==> src/rtl/cpu_types_pkg.sv <==
// Shared types for the dual-core RAM arbiter: RAM handshake states,
// arbiter FSM states and the kind of request that owns the RAM port.
package cpu_types_pkg;

  typedef logic [31:0] word_t;

  typedef enum logic [1:0] {
    FREE   = 2'd0,
    BUSY   = 2'd1,
    ACCESS = 2'd2,
    ERROR  = 2'd3
  } ramstate_t;

  typedef enum logic {
    IDLE = 1'b0,
    XFER = 1'b1
  } arb_state_t;

  typedef enum logic [1:0] {
    I  = 2'd0,
    DR = 2'd1,
    DW = 2'd2
  } req_kind_t;

endpackage

==> src/rtl/rr_picker.sv <==
// Combinational requester selection: round-robin between the two cores,
// then write > data read > instruction read within the chosen core.
module rr_picker
  import cpu_types_pkg::*;
(
  input  logic       rr,
  input  logic [1:0] iren,
  input  logic [1:0] dren,
  input  logic [1:0] dwen,
  output logic       valid,
  output logic       owner,
  output req_kind_t  kind
);

  logic [1:0] any;

  assign any = iren | dren | dwen;

  // Core rr wins if it asks at all; a simultaneous dWEN+dREN counts as a write.
  always_comb begin
    valid = |any;
    owner = any[rr] ? rr : ~rr;
    if (dwen[owner])      kind = DW;
    else if (dren[owner]) kind = DR;
    else                  kind = I;
  end

endmodule

==> src/rtl/bus_arbiter.sv <==
// Shares one RAM port between the I/D miss requests of two cores.
// One transfer in flight; the grant is held until RAM reports ACCESS,
// the requester drops its line, or the watchdog expires.
module bus_arbiter
  import cpu_types_pkg::*;
#(
  parameter int ADDR_W  = 32,
  parameter int DATA_W  = 32,
  parameter int TIMEOUT = 1023
) (
  input  logic                    CLK,
  input  logic                    nRST,
  input  logic [1:0]              iREN,
  input  logic [1:0]              dREN,
  input  logic [1:0]              dWEN,
  input  logic [1:0][ADDR_W-1:0]  iaddr,
  input  logic [1:0][ADDR_W-1:0]  daddr,
  input  logic [1:0][DATA_W-1:0]  dstore,
  output logic [1:0]              iwait,
  output logic [1:0]              dwait,
  output logic [1:0][DATA_W-1:0]  iload,
  output logic [1:0][DATA_W-1:0]  dload,
  output logic                    ramREN,
  output logic                    ramWEN,
  output logic [ADDR_W-1:0]       ramaddr,
  output logic [DATA_W-1:0]       ramstore,
  input  logic [DATA_W-1:0]       ramload,
  input  logic [1:0]              ramstate,
  output logic                    berr
);

  localparam int CNT_W = (TIMEOUT > 1) ? $clog2(TIMEOUT + 1) : 1;
  localparam logic [CNT_W-1:0] TMAX = CNT_W'(TIMEOUT);

  arb_state_t             state;
  logic                   rr;
  logic                   owner;
  req_kind_t              kind;
  logic [CNT_W-1:0]       cnt;
  logic [1:0][DATA_W-1:0] iload_q, dload_q;

  logic      p_vld, p_owner;
  req_kind_t p_kind;
  logic      ack, ack_i, ack_d, line_hi;

  rr_picker u_pick (
    .rr    (rr),
    .iren  (iREN),
    .dren  (dREN),
    .dwen  (dWEN),
    .valid (p_vld),
    .owner (p_owner),
    .kind  (p_kind)
  );

  assign ack   = (state == XFER) && (ramstate_t'(ramstate) == ACCESS);
  assign ack_i = ack && (kind == I);
  assign ack_d = ack && (kind != I);

  // The owner's original request line; dropping it aborts the transfer.
  always_comb begin
    line_hi = dWEN[owner];
    case (kind)
      I:       line_hi = iREN[owner];
      DR:      line_hi = dREN[owner];
      default: line_hi = dWEN[owner];
    endcase
  end

  // Waits follow the request lines except on the owner's ack; loads pass
  // ramload through during the ack and otherwise show the last value.
  always_comb begin
    iwait = iREN;
    dwait = dREN | dWEN;
    iload = iload_q;
    dload = dload_q;
    if (ack_i) begin
      iwait[owner] = 1'b0;
      iload[owner] = ramload;
    end
    if (ack_d) begin
      dwait[owner] = 1'b0;
      dload[owner] = ramload;
    end
  end

  // Arbiter FSM: latch the winner in IDLE, drive RAM from the latches in XFER.
  always_ff @(posedge CLK or negedge nRST) begin
    if (!nRST) begin
      state    <= IDLE;
      rr       <= 1'b0;
      owner    <= 1'b0;
      kind     <= I;
      cnt      <= '0;
      ramREN   <= 1'b0;
      ramWEN   <= 1'b0;
      ramaddr  <= '0;
      ramstore <= '0;
      berr     <= 1'b0;
    end else begin
      berr <= 1'b0;
      case (state)
        IDLE: begin
          if (p_vld) begin
            state    <= XFER;
            owner    <= p_owner;
            kind     <= p_kind;
            cnt      <= '0;
            ramaddr  <= (p_kind == I) ? iaddr[p_owner] : daddr[p_owner];
            ramstore <= dstore[p_owner];
            ramREN   <= (p_kind != DW);
            ramWEN   <= (p_kind == DW);
          end
        end
        XFER: begin
          cnt <= cnt + CNT_W'(1);
          if (ack) begin
            state  <= IDLE;
            rr     <= ~owner;
            ramREN <= 1'b0;
            ramWEN <= 1'b0;
          end else if (!line_hi) begin
            // requester gave up: no ack, round-robin pointer untouched
            state  <= IDLE;
            ramREN <= 1'b0;
            ramWEN <= 1'b0;
          end else if (cnt == TMAX) begin
            // watchdog: hand priority to the other core so it can progress
            state  <= IDLE;
            rr     <= ~owner;
            berr   <= 1'b1;
            ramREN <= 1'b0;
            ramWEN <= 1'b0;
          end
        end
        default: state <= IDLE;
      endcase
    end
  end

  // Registered copies of the load data, updated only on the owner's ack.
  always_ff @(posedge CLK or negedge nRST) begin
    if (!nRST) begin
      iload_q <= '0;
      dload_q <= '0;
    end else begin
      if (ack_i) iload_q[owner] <= ramload;
      if (ack_d) dload_q[owner] <= ramload;
    end
  end

endmodule

==> config.mk <==
export PLATFORM = sky130hd
export DESIGN_NAME = bus_arbiter
export DESIGN_NICKNAME = d
export VERILOG_FILES = /design/src/rtl/cpu_types_pkg.sv /design/src/rtl/rr_picker.sv /design/src/rtl/bus_arbiter.sv
export SDC_FILE = /design/constraint.sdc
export NUM_CORES = 1
export LEC_CHECK = 0
export CAP_MARGIN = 30
export CORE_ASPECT_RATIO = 0.6
export CORE_UTILIZATION = 35
export CTS_BUF_LIST = sky130_fd_sc_hd__clkbuf_8
export DETAILED_ROUTE_END_ITERATION = 16
export PLACE_DENSITY = 0.7
export SKIP_CTS_REPAIR_TIMING = 1
export SYNTH_ARGS = -nofsm -noshare
export SYNTH_HDL_FRONTEND = slang
export SYNTH_SLANG_ARGS = --single-unit
==> constraint.sdc <==
create_clock -name CLK -period 4.8 [get_ports CLK]
set_clock_uncertainty 0.15 [all_clocks]
set_input_delay 1.2 -clock CLK [delete_from_list [all_inputs] [get_ports CLK]]
set_output_delay 1.2 -clock CLK [all_outputs]
set_load 0.02 [all_outputs]
-- Word level (Yosys, flattened, before mapping)
Index checks and enable logic that the tools add are counted.
- register bits: 210
- add/subtract/negate cells: 1
- $lt $le $gt $ge: 4
- eq/ne operators: 7
- multiplexer cells: 54
- bitwise gates (word level): 9
- reductions and logical operators: 13
- operator list (kind ; count):
    $mux W32 ; 8
    $bwmux W64 ; 2
    $mux W64 ; 2
    $demux W32 S1 ; 1
    $mux W1 ; 31
    $pmux W10 S2 ; 1
    $add A10 B1 Y10 const B ; 1
    $eq A10 B10 Y1 const B ; 1
    $mux W10 ; 1
    $pmux W1 S2 ; 4
    $lt A1 B2 Y1 const B ; 3
    $mux W2 ; 3
    $or A2 B2 Y2 ; 3
    $reduce_bool A2 Y1 ; 3
    $and A2 B2 Y2 ; 2
    $eq A2 B2 Y1 const B ; 2
    $logic_and A1 B1 Y1 ; 4
    $logic_not A2 Y1 ; 2
    $ne A2 B2 Y1 const B ; 2
    $ne A4 B3 Y1 const B ; 1
    $reduce_and A2 Y1 ; 2
    $not A1 Y1 ; 3
    $reduce_and A3 Y1 ; 1
    $eq A2 B1 Y1 const B ; 1
    other kinds (4) ; 4

-- Logic depth before layout (Yosys ltp)
- depth in word-level cells: 12
- depth in mapped cells: 7
- depth with buffers taken out: 5

-- Cells and area by module
Synthesis repeated with hierarchy kept, for this count alone.
- cells, all modules: 702
- area, all modules: 9394.0 um^2
- by module, submodules not included (module ; times used ; cells each ; area each (um^2)):
    bus_arbiter ; 1 ; 688 ; 9315.2
    rr_picker ; 1 ; 14 ; 78.8

-- Worst setup path before layout
Ideal clock, no wire load.
- path type: input -> output
- from: in ramstate[0]
- to: out dload[34] (netlist name)
- arrival time: 2.456 ns
- data required time: 3.450 ns
- setup slack: 0.994 ns
- stages on the path: 5
- cell sequence: and3b_1 > nand2_1 > nor2_1 > buf_2 > mux2_2
- RTL lines (item ; RTL line ; source):
    from (decl) ; bus_arbiter.sv:28 ; input logic [1:0] ramstate,
    to (decl) ; bus_arbiter.sv:22 ; output logic [1:0][DATA_W-1:0] dload,

==> impl_metrics.ini <==
[synthesis]
synthCells = 700
synth_ff_type = dfrtp_1
ys_warn_count = 0
seq_area_frac_synth = 0.5701
async_reset_ff_frac = 1.000
synth_edf_count = 0
syn_area_mm2 = 0.009218
syn-num-nets = 935
syn_avg_cell_area_um2 = 13.17
ys_types = 43
ys_ff_latch = 210

[placement]
gp_congestion = 0.7730
hpwl_mm = 20.85
portBuffers = 432

[route]
drc_errors = 0
first_pass_iters = 6
dr.first_iter.drc_count = 263
post_drt_wl_per_cell_um = 19.01
routed_wl_mm = 28.82
wl_met1_mm = 12.44
top_layer = met4
met3_length_mm = 2.328
vias = 7291
via_per_inst = 4.809
wl_met2_mm = 13.51
ant_nets = 0

[clock_tree]
insertion_delay_ps = 530
cts_tree = yes
clock_sinks = 210
cts_max_level = 2
clk_pin_slew_ps = 60
cts.path.max_buffers = 3
cts-root-buf = clkbuf_8
cts-buffers-inserted = 34

[sta]
max_freq_ghz = 0.2109
max_slew_margin = 0.5327
worstMarginPinSlew_ps = 700.9
hold_viol = 0
rsz0062_at_grt = false
holdWs_ps = 328.1
post-route-min-period_ps = 4742
report.final.setup_viol = 0
period_share = 0.9880
maxSlewViolCount = 0

[finish]
layout.nets = 1380
num_antenna_cells = 0
post-route-util = 0.5805
syn2layout_area_growth_pct = 60.99
final_layout_size_suffix_gt1_frac = 0.1710

[setup_path]
crit_arrival_ps = 3390
path_max_fanout = 4
worstSetupPathType = in -> out
crit_path_start_kind = input pin
crit_chain = clkdlybuf4s50_1 > and3b_2 > nand2_1 > buf_4 > nor2_4 > buf_4 > mux2_2 > clkdlybuf4s50_1
critical-path-top-delay-family = buffers and inverters
crit_slowest_cell = clkdlybuf4s50_1
cp.required_ps = 3450
crit_buf_inv = 4
cpPeakStageDelay_ps = 570
endpoint_kind = output port

[global_route]
grt_usage = 0.2094
gr-total-overflow = 0
antenna_found_initial = 0
grt_pass1_vias = 7615
grt_first_pass_wirelength_mm = 43.49
grt_max_degree = 89

[floorplanning]
start_util = 0.3606
chipHeight_um = 127.7
fp-row-count = 45
ios = 433
die_x_um = 211.5
die-area_mm2 = 0.02701
core-area_mm2 = 0.02556

[power]
p_total_mw = 9.532
powerDensity_mw_per_mm2 = 642.4
leakage_nw = 7.232
irDropWorstVdd_mv = 0.4066

[run]
maxCapViolCount = 0

[min_path]
hold_class = reg -> reg

[outcome]
outcome = finished clean
==> kinds of logic (layout without fill, tap and decap cells) <==
logic type / Yosys count / count (layout) / share of synthesized area
adders and majority gates: 1 / 1 / 0.001357
xor gates and xnor gates: 2 / 2 / 0.001901
muxes: 233 / 233 / 0.2708
AOI/OAI and AO/OA: 89 / 89 / 0.06556
buffers and inverters: 45 / 509 / 0.03149
and+or+nand+nor: 120 / 120 / 0.05878
DFF: 210 / 210 / 0.5701
==> where the power goes <==
part           internal [mW]  switching, mW
logic                   2.47           2.65
registers               2.60          0.320
clock network          0.778          0.719
total                   5.85           3.68
==> worst register-to-register path: cells and delay by family, from the launching register on <==
kind	cells	cell delay (ps)
AO/OA/AOI/OAI	1	160
buffers and inverters	1	380
flip-flops	1	520
multiplexers	2	810
==> worst paths after layout <==
kind,from,to,slack (ps),cells after the start
setup / recovery,ramstate[1],dload[33],60,8
hold / removal,ramstore[7],ramstore[7],330,2
setup reg to reg,rr,ramaddr[24],2670,4
hold reg to reg,ramstore[7],ramstore[7],330,2
max in group asynchronous,nRST,dload_q[35],2990,2
min in group asynchronous,nRST,dload_q[19],510,1
==> cell usage in the layout (no fill, tap or decap), types with 3 or more instances in the layout <==
cell type | synthesis | routed
o221ai_1 | 32 | 32
dfrtp_1 | 210 | 210
buf_4 | 1 | 10
a31oi_1 | 3 | 3
inv_1 | 3 | 16
and4_1 | 3 | 3
buf_12 | 3 | 8
nand2_1 | 73 | 73
nand3_1 | 10 | 10
o21ai_0 | 21 | 21
clkdlybuf4s50_1 | 0 | 350
mux2i_1 | 102 | 101
nor3_1 | 5 | 5
o21ai_1 | 18 | 18
or3_1 | 3 | 3
dlymetal6s2s_1 | 0 | 81
mux2_2 | 131 | 131
clkbuf_8 | 0 | 38
nor2_1 | 13 | 12
nor2b_1 | 3 | 3
==> metrics by stage <==
stage,instance area [µm²],cells,TNS [ps],worst slack (ps)
after floorplan,9218,700,0,993.9
after global placement,13980,1459,-1674,-55.20
after detailed placement,13980,1459,-2090,-66.54
after CTS,14600,1514,-2886,-81.39
after global routing,14840,1516,0,11.65
final,14840,1516,0,57.76
==> metal layers <==
layer  vias to the layer above  global-route usage
li1                       3438                   -
met1                      3563              0.2726
met2                       249              0.3369
met3                        41             0.06810
met4                         0             0.05413
met5                         -                   0
==> synth_stat cells (all sizes together) (2+ instances only) <==
cell type / n / area, µm²
dfrtp: 210 / 5255
mux2: 131 / 1475
mux2i: 102 / 1021
nand2: 73 / 274.0
o21ai: 39 / 195.2
o221ai: 32 / 280.3
buf: 25 / 215.2
clkbuf: 17 / 63.81
nor2: 13 / 48.80
nand3: 10 / 50.05
nor3: 6 / 35.03
a21o: 3 / 22.52
a31oi: 3 / 18.77
and4: 3 / 26.28
inv: 3 / 11.26
nor2b: 3 / 18.77
or3: 3 / 18.77
a21oi: 2 / 10.01
nand3b: 2 / 15.01
o211ai: 2 / 15.01
xor2: 2 / 17.52
==> area by class of cell <==
class | instances | area, µm²
Clock buffer | 38 | 523.0
Clock inverter | 17 | 103.9
Fill cell | 2196 | 10720
Inverter | 3 | 11.26
Multi-Input combinational cell | 445 | 3714
Sequential cell | 210 | 5255
Tap cell | 352 | 440.4
Timing Repair Buffer | 451 | 4792
==> sequential cells by signal, summed over array words and instances (netlist names) <==
register,flops
dload_q,64
iload_q,64
ramaddr,32
ramstore,32
cnt,10
kind,2
berr,1
owner,1
ramREN,1
ramWEN,1
rr,1
state,1
(Power assumes the default switching activity.)
